**config.mk**
```make
export PLATFORM = sky130hd
export DESIGN_NAME = branch_resolution_unit
export DESIGN_NICKNAME = d
export VERILOG_FILES = /design/src/rtl/branch_pkg.sv /design/src/rtl/branch_tracker_fifo.sv /design/src/rtl/branch_resolution_unit.sv
export SDC_FILE = /design/constraint.sdc
export NUM_CORES = 1
export LEC_CHECK = 0
export ABC_AREA = 1
export CAP_MARGIN = 20
export CORE_ASPECT_RATIO = 1.1
export CORE_UTILIZATION = 53
export CTS_BUF_LIST = sky130_fd_sc_hd__clkbuf_2
export CTS_CLUSTER_SIZE = 14
export DETAILED_ROUTE_END_ITERATION = 7
export PLACE_DENSITY = 0.85
export SLEW_MARGIN = 5
export SYNTH_ARGS = -nofsm -noshare
export SYNTH_HDL_FRONTEND = slang
export SYNTH_SLANG_ARGS = --single-unit
```
**constraint.sdc**
```tcl
create_clock -name clk -period 5.9 [get_ports clk]
set_clock_uncertainty 0.15 [all_clocks]
set_input_delay 1.77 -clock clk [delete_from_list [all_inputs] [get_ports clk]]
set_output_delay 1.77 -clock clk [all_outputs]
set_load 0.01 [all_outputs]
```
**src/rtl/branch_pkg.sv**
```systemverilog
// branch_pkg: types and helpers shared by the branch resolution slice.
//   INSTR_BYTES    - instruction size; the fall-through PC is pc + INSTR_BYTES.
//   ENTRY_PC_WIDTH - width of the PC fields stored per in-flight branch.
//                    The top's PC_WIDTH must not exceed this.
//   branch_entry_t - one tracked branch: {pc, pred, target}.
//   pc_to_index    - predictor index of a word-aligned PC (PC >> 2).
//                    The caller truncates the result to ADDR_WIDTH bits,
//                    which yields PC[ADDR_WIDTH+1:2].
package branch_pkg;

  localparam int INSTR_BYTES    = 4;
  localparam int ENTRY_PC_WIDTH = 32;

  typedef struct packed {
    logic [ENTRY_PC_WIDTH-1:0] pc;
    logic                      pred;
    logic [ENTRY_PC_WIDTH-1:0] target;
  } branch_entry_t;

  function automatic logic [ENTRY_PC_WIDTH-1:0] pc_to_index(
    input logic [ENTRY_PC_WIDTH-1:0] pc
  );
    return pc >> $clog2(INSTR_BYTES);
  endfunction

endpackage

```
**src/rtl/branch_tracker_fifo.sv**
```systemverilog
// branch_tracker_fifo: in-order FIFO of in-flight branch records.
//   clk   - clock, rising edge
//   rst   - synchronous active-low reset (empties the FIFO)
//   push  - write din at the tail. The caller only pushes when
//           count < DEPTH.
//   pop   - drop the head entry. The caller only pops when count > 0.
//   clear - empty the FIFO. Overrides push and pop in the same cycle.
//   din   - entry to push
//   head  - oldest entry. The read is combinational because the
//           resolve compare needs it in the same cycle.
//   count - current occupancy, 0..DEPTH
module branch_tracker_fifo
  import branch_pkg::*;
#(
  parameter int DEPTH = 4
) (
  input  logic                     clk,
  input  logic                     rst,
  input  logic                     push,
  input  logic                     pop,
  input  logic                     clear,
  input  branch_entry_t            din,
  output branch_entry_t            head,
  output logic [$clog2(DEPTH):0]   count
);

  localparam int PTR_WIDTH = $clog2(DEPTH);
  localparam int CNT_WIDTH = PTR_WIDTH + 1;

  branch_entry_t        mem [DEPTH];
  logic [PTR_WIDTH-1:0] wr_ptr_reg;
  logic [PTR_WIDTH-1:0] rd_ptr_reg;
  logic [CNT_WIDTH-1:0] count_reg;

  // DEPTH is a power of two, so the pointers wrap without any compare.
  always_ff @(posedge clk) begin
    if (!rst || clear) begin
      wr_ptr_reg <= '0;
      rd_ptr_reg <= '0;
      count_reg  <= '0;
    end else begin
      if (push) wr_ptr_reg <= wr_ptr_reg + PTR_WIDTH'(1);
      if (pop)  rd_ptr_reg <= rd_ptr_reg + PTR_WIDTH'(1);
      count_reg <= count_reg + CNT_WIDTH'(push) - CNT_WIDTH'(pop);
    end
  end

  // The storage has no reset. An entry is only read after it has been
  // pushed.
  always_ff @(posedge clk) begin
    if (push) mem[wr_ptr_reg] <= din;
  end

  assign head  = mem[rd_ptr_reg];
  assign count = count_reg;

endmodule

```
**src/rtl/branch_resolution_unit.sv**
```systemverilog
// branch_resolution_unit: tracks fetched branch predictions and matches
// them against in-order resolutions. It trains the predictor, raises a
// flush on a mispredict, and counts branches and mispredicts.
//   clk, rst                       - clock; synchronous active-low reset
//   fetchValid/PC/Prediction/Target - branch predicted at fetch
//   fetchReady                     - tracker has room (registered occupancy)
//   resolveValid/Taken/Target      - resolution of the oldest in-flight branch
//   updateAddr/branchTaken/update  - predictor training strobe, one cycle
//   flush/redirectPC               - mispredict flush and corrected PC, one cycle
//   inFlight                       - current tracker occupancy
//   branchCount/mispredictCount    - saturating statistics
module branch_resolution_unit
  import branch_pkg::*;
#(
  parameter int ADDR_WIDTH = 6,
  parameter int PC_WIDTH   = 32,
  parameter int DEPTH      = 4,
  parameter int CNT_WIDTH  = 16
) (
  input  logic                   clk,
  input  logic                   rst,
  input  logic                   fetchValid,
  input  logic [PC_WIDTH-1:0]    fetchPC,
  input  logic                   fetchPrediction,
  input  logic [PC_WIDTH-1:0]    fetchTarget,
  output logic                   fetchReady,
  input  logic                   resolveValid,
  input  logic                   resolveTaken,
  input  logic [PC_WIDTH-1:0]    resolveTarget,
  output logic [ADDR_WIDTH-1:0]  updateAddr,
  output logic                   branchTaken,
  output logic                   update,
  output logic                   flush,
  output logic [PC_WIDTH-1:0]    redirectPC,
  output logic [$clog2(DEPTH):0] inFlight,
  output logic [CNT_WIDTH-1:0]   branchCount,
  output logic [CNT_WIDTH-1:0]   mispredictCount
);

  localparam int OCC_WIDTH = $clog2(DEPTH) + 1;

  branch_entry_t         fetch_entry;
  branch_entry_t         head;
  logic                  push;
  logic                  pop;
  logic                  mispredict;
  logic [PC_WIDTH-1:0]   head_pc;
  logic [PC_WIDTH-1:0]   head_target;
  logic [PC_WIDTH-1:0]   redirect_next;

  logic                  update_reg;
  logic [ADDR_WIDTH-1:0] update_addr_reg;
  logic                  branch_taken_reg;
  logic                  flush_reg;
  logic [PC_WIDTH-1:0]   redirect_pc_reg;
  logic [CNT_WIDTH-1:0]  branch_count_reg;
  logic [CNT_WIDTH-1:0]  mispredict_count_reg;

  // Readiness comes only from registered occupancy. A pop in the same
  // cycle does not open a slot early.
  assign fetchReady = inFlight < OCC_WIDTH'(DEPTH);

  always_comb begin
    head_pc     = PC_WIDTH'(head.pc);
    head_target = PC_WIDTH'(head.target);
    pop         = resolveValid && (inFlight != '0);
    // A wrong direction, or a correct taken prediction with the wrong target.
    mispredict  = pop && ((head.pred != resolveTaken) ||
                          (resolveTaken && head.pred && (head_target != resolveTarget)));
    // Fetches on the mispredict edge and during the flush cycle are wrong-path.
    push        = fetchValid && fetchReady && !mispredict && !flush_reg;
    redirect_next = resolveTaken ? resolveTarget
                                 : head_pc + PC_WIDTH'(INSTR_BYTES);
    fetch_entry = '{pc:     ENTRY_PC_WIDTH'(fetchPC),
                    pred:   fetchPrediction,
                    target: ENTRY_PC_WIDTH'(fetchTarget)};
  end

  branch_tracker_fifo #(
    .DEPTH (DEPTH)
  ) u_tracker (
    .clk   (clk),
    .rst   (rst),
    .push  (push),
    .pop   (pop),
    .clear (mispredict),
    .din   (fetch_entry),
    .head  (head),
    .count (inFlight)
  );

  always_ff @(posedge clk) begin
    if (!rst) begin
      update_reg           <= 1'b0;
      update_addr_reg      <= '0;
      branch_taken_reg     <= 1'b0;
      flush_reg            <= 1'b0;
      redirect_pc_reg      <= '0;
      branch_count_reg     <= '0;
      mispredict_count_reg <= '0;
    end else begin
      update_reg <= pop;
      flush_reg  <= mispredict;
      if (pop) begin
        update_addr_reg  <= ADDR_WIDTH'(pc_to_index(head.pc));
        branch_taken_reg <= resolveTaken;
        if (branch_count_reg != '1)
          branch_count_reg <= branch_count_reg + CNT_WIDTH'(1);
      end
      // On a correct prediction the redirect PC keeps its last value.
      if (mispredict) begin
        redirect_pc_reg <= redirect_next;
        if (mispredict_count_reg != '1)
          mispredict_count_reg <= mispredict_count_reg + CNT_WIDTH'(1);
      end
    end
  end

  assign update          = update_reg;
  assign updateAddr      = update_addr_reg;
  assign branchTaken     = branch_taken_reg;
  assign flush           = flush_reg;
  assign redirectPC      = redirect_pc_reg;
  assign branchCount     = branch_count_reg;
  assign mispredictCount = mispredict_count_reg;

endmodule

```
# Word-level counts from Yosys, hierarchy flattened
# Memory sizes are Yosys's and may differ from the RTL's. A register that Yosys moved wholly into a read port is not among the register bits.
# Index checks and enable logic that the tools add are counted.
# W data, S select, Z words.
[totals]
mem_count = 1
ramBits = 260
register_bits = 80
out_inout_bits = 77
[classes]
n_addsub = 7
eq_ne = 4
reduce_logical = 15
n_mux = 5
order_cmp = 1
[memory_table]
columns = ["memory", "words", "word_bits", "read_ports", "rd_clocked_by_memory_dff", "write_ports", "line", "rtl"]
rows = [
  ["u_tracker.mem", 4, 65, 1, 1, 1, "branch_tracker_fifo.sv:30", "branch_entry_t mem [DEPTH];"],
]
[op_table]
columns = ["cell", "count"]
rows = [
  ["$add A16 B1 Y16 const B", 2],
  ["$add A32 B3 Y32 const B", 1],
  ["$mux W32", 1],
  ["$ne A16 B16 Y1 const B", 2],
  ["$ne A32 B32 Y1", 1],
  ["$logic_and A1 B1 Y1", 7],
  ["$add A2 B1 Y2 const B", 2],
  ["$mux W2", 2],
  ["$reduce_and A2 Y1", 2],
  ["$add A3 B1 Y3", 1],
  ["$logic_not A1 Y1", 3],
  ["$lt A3 B3 Y1 const B", 1],
  ["$reduce_bool A3 Y1", 1],
  ["$sub A3 B1 Y3", 1],
  ["$logic_or A1 B1 Y1", 2],
  ["$mux W1", 2],
  ["$ne A1 B1 Y1", 1],
]

# Longest topological paths before layout
[depth]
word_depth = 9
depth_mapped = 24
depth_no_buf = 22

# By module
# Synthesis repeated with hierarchy kept, for this count alone.
[unflattened]
hier_cells = 1612
hier_area_um2 = 15391.0
[by_module_without_submodules]
columns = ["module", "instances", "area_per_inst_um2", "cells_per_inst", "seq_area_each_um2"]
rows = [
  ["branch_tracker_fifo", 1, 10294.9, 753, 7987.7],
  ["branch_resolution_unit", 1, 5096.1, 859, 1461.4],
]

# Worst setup path before layout
# No wires, ideal clock.
[synth_timing]
path_type = "input -> register"
start = "input resolveTarget[21]"
end = "memory u_tracker.mem[0][0] (netlist bit), enable pin"
stages = 14
path_slack_ps = -108
setup_ps = 488
arrival_ps = 5370
required_ps = 5262
path_buffers = 0
path_cell_list = "inv_1 nand3_1 nand2_1 inv_1 nand2_1 nor2_1 nand2_1 nor2_1 nand2_1 nand2_1 nand2_4 nand2_2 nand2_1 nor2_1"
[synth_between]
elab_chain_len = 9
[synth_rtl]
columns = ["item", "line", "rtl"]
rows = [
  ["from (decl)", "branch_resolution_unit.sv:29", "input logic [PC_WIDTH-1:0] resolveTarget,"],
  ["$ne A32 B32 Y1", "branch_resolution_unit.sv:69", "(resolveTaken && head.pred && (head_target != resolveTarget)));"],
  ["$logic_and A1 B1 Y1", "branch_resolution_unit.sv:69", ""],
  ["$logic_or A1 B1 Y1", "branch_resolution_unit.sv:68", "mispredict = pop && ((head.pred != resolveTaken) ||"],
  ["$logic_and A1 B1 Y1", "branch_resolution_unit.sv:68", ""],
  ["$logic_not A1 Y1", "branch_resolution_unit.sv:71", "push = fetchValid && fetchReady && !mispredict && !flush_reg;"],
  ["$logic_and A1 B1 Y1 (2 in series)", "branch_resolution_unit.sv:71", ""],
  ["$mux W1", "branch_tracker_fifo.sv:51", "if (push) mem[wr_ptr_reg] <= din;"],
  ["$mux W1 (not written as such)", "branch_tracker_fifo.sv:51", ""],
  ["to (decl)", "branch_tracker_fifo.sv:30", ""],
]
# Every way passes these cells.

==> impl_metrics.tcl <==
set metrics [dict create \
    gp_congestion 0.936 \
    grt_pass1_vias 11489 \
    io_pins 179 \
    cts_repair_resize_count 0 \
    grt_pass1_wl_um 60300 \
    clockBufferDepth 3 \
    clock_latency_ps 890 \
    die_x_um 164 \
    final_nets 1882 \
    largest_reg_flops 260 \
    final_cell_mix "nand2_1 (506), edfxtp_1 (260), clkdlybuf4s50_1 (177)" \
    ys_ff_latch 342 \
    hold_viol 0 \
    yosysUniqueCellTypes 50 \
    worstHoldStart "redirectPC[27]$_SDFFE_PN0P_" \
    largest-register "u_tracker.mem" \
    synth_fp_nets 1673 \
    crit_top_cell "inv_1" \
    seqPwrFrac 0.446 \
    dr.pass1.iters 5 \
    dr.first_iter.drc_count 1042 \
    combPwrFrac 0.329 \
    endpoint_kind "flip-flop" \
    cts_tree "yes" \
    rrSetupSlack_ps 1470 \
    rsz0062_at_grt "no" \
    grt_antenna_before_repair 2 \
    grt_overflow 0 \
    p_sw_uw 2590 \
    post-dp-hpwl_um 25400 \
    routed_wl_um 39600 \
    cts_made_buffers 82 \
    grt_util_all_layers 0.268 \
    fin_crit_ps 4430 \
    via_per_inst 5.51 \
    ir_drop_v 0.000235 \
    root_buffer "clkbuf_2" \
    crit_required_ps 6500 \
    max_freq_mhz 226 \
    min_path_type "flip-flop to flip-flop" \
    post_cts_buffers 0 \
    final_area_um2 18000 \
    internal_power_uw 4360 \
    switching_share 0.372 \
    instances_no_fill 2199 \
    status "completed" \
    drc_errors 0 \
    hold_depth 2 \
    finalCritPeriodShare 0.751 \
    hold_end "redirectPC[27]$_SDFFE_PN0P_" \
    p_clk_frac 0.225 \
    synthArstFlopShare 0 \
    fin_hold_ws_ps 306 \
    die_y_um 180 \
    cp_slowest_cell "buf_4" \
    placedCellCount 2048 \
    met2_usage 0.455 \
    vias 12113 \
    relSlewSlack 0.294 \
    cts.clk_slew.worst_paths_ps 110 \
    coreArea_um2 28100 \
    path_class "flip-flop to flip-flop" \
    cts_hold_buf 0 \
    start_util 0.545 \
    syn_area_per_cell_um2 9.81 \
    setup_viol 0 \
    fp-row-count 64 \
    place_area_um2 17300 \
    layout_commonest_cell "nand2_1" \
    clock_sink_count 342 \
    power.leakage_uw 0.00693 \
    start_kind "flip-flop" \
    busiest_layer "met2" \
    finalMaxSlewViolations 0 \
    area_growth_syn_to_layout_pct 17.9 \
    cp_cell_sequence "buf_4 > buf_4 > o21ai_0 > o22ai_1 > ha_1 > inv_1 > nand2_4 > nand2_2 > nand2_1 > inv_1 > ha_1 > inv_1 > fa_1 > or2_2 > a21oi_1" \
    worst_pin_slew_ps 1060 \
    syn-cell-area_um2 15300 \
    rr_worst_depth 15 \
    met3_usage 0.0591 \
    yosys_warnings 0 \
    port_buffers 178 \
    drive_gt1_frac 0.110 \
    htreeDepth 3 \
    synth_flop_cell "edfxtp_1" \
    grt_max_degree 100 \
    drv_cap 0 \
    cp.arrival_ps 5030 \
    powerDensity_nw_per_um2 385 \
    wl_per_cell_um 18.0 \
    worstReg2RegEnd "u_tracker.count[2]$_SDFF_PP0_" \
    met1_usage 0.335 \
    die_area_um2 29600 \
    synth-seq-area-share 0.617 \
    setup_tns_ps 0 \
    critPathMaxStageDelay_ps 690 \
    synthCells 1560 \
    synth-edff-count 260 \
    antenna_left 0 \
    critical_path.max_fanout 66 \
]
[cell usage after synthesis (3+ instances only)]
| cell | number | area (um2) |
|---|---|---|
| inv_1 | 90 | 338 |
| buf_8 | 3 | 45.0 |
| ha_1 | 10 | 125 |
| o21ai_1 | 22 | 110 |
| or2_2 | 3 | 18.8 |
| o21ai_0 | 53 | 265 |
| o22ai_2 | 10 | 125 |
| nand2_2 | 7 | 43.8 |
| nand3_2 | 5 | 50.1 |
| nor3b_1 | 4 | 30.0 |
| dfxtp_1 | 82 | 1640 |
| nand3_1 | 151 | 756 |
| a32oi_2 | 5 | 81.3 |
| a21oi_1 | 44 | 220 |
| nor4_1 | 3 | 18.8 |
| edfxtp_1 | 260 | 7810 |
| nand4_1 | 24 | 150 |
| buf_4 | 14 | 105 |
| nand2_1 | 506 | 1900 |
| buf_2 | 16 | 80.1 |
| nor3_1 | 12 | 60.1 |
| nor2_2 | 8 | 50.1 |
| nand3b_1 | 9 | 67.6 |
| or2_0 | 3 | 18.8 |
| clkbuf_1 | 17 | 63.8 |
| buf_6 | 15 | 169 |
| o22ai_1 | 6 | 37.5 |
| nor3_2 | 3 | 30.0 |
| xor2_1 | 12 | 105 |
| xnor2_1 | 15 | 131 |
| nor2_1 | 122 | 458 |
[layout make-up]
cell class	count	area, um2
inverters	94	357
well taps	363	454
repair buffers	191	1920
clock inverters	26	169
multi-input cells	1058	5070
diodes	1	2.50
flip-flops and latches	342	9450
fillers	2236	10100
clock buffers	124	621
[cells by family after synthesis]
| group | after synthesis | synth area share |
|---|---|---|
| simple gates | 867 | 0.242 |
| flops | 342 | 0.617 |
| buf+inv | 160 | 0.0538 |
| compound gates | 153 | 0.0617 |
| xor+xnor | 27 | 0.0154 |
| fa+ha+maj | 11 | 0.00948 |
[power groups by stage]
stage | Combinational (uW) | Clock, uW | Sequential, uW
5_1_grt | 2490 | 1720 | 3130
4_1_cts | 2270 | 1590 | 3100
2_1_floorplan | 1490 | 0 | 3180
6_report | 2280 | 1560 | 3100
3_3_place_gp | 2200 | 0 | 3140
3_5_place_dp | 2260 | 0 | 3150
[worst max-delay path: cells and delay by family (launching register included)]
family          cells  cell delay (ps)
compound gates      3              600
fa+ha+maj           3              800
buf+inv             5             1520
flops               1              370
simple gates        4              870
[through the flow]
stage	total power [uW]	utilization	setup slack, ps
2_1_floorplan	4670	-	-108
3_3_place_gp	5340	0.614	926
3_5_place_dp	5420	0.614	831
4_1_cts	6960	0.642	1460
5_1_grt	7340	0.642	1220
6_report	6950	0.642	1470
[worst max path at each step]
stage	slack, ps	from	end
finish	1470	flip-flop	u_tracker.count[2]$_SDFF_PP0_
global route	1220	flip-flop	u_tracker.count[2]$_SDFF_PP0_
CTS	1460	flip-flop	u_tracker.count[2]$_SDFF_PP0_
detailed placement	830	resolveTarget[29]	u_tracker.count[2]$_SDFF_PP0_
global placement	930	resolveTarget[29]	u_tracker.count[2]$_SDFF_PP0_
floorplan	-110	resolveTarget[21]	u_tracker.mem[0][0]$_DFFE_PP_
[layer usage]
layer | up-vias | share of wire
li1 | 5770 | -
met5 | - | 0
met3 | 68 | 0.087
met4 | 0 | 0.024
met2 | 564 | 0.49
met1 | 5711 | 0.40
Power figures use the tool's default switching activity.
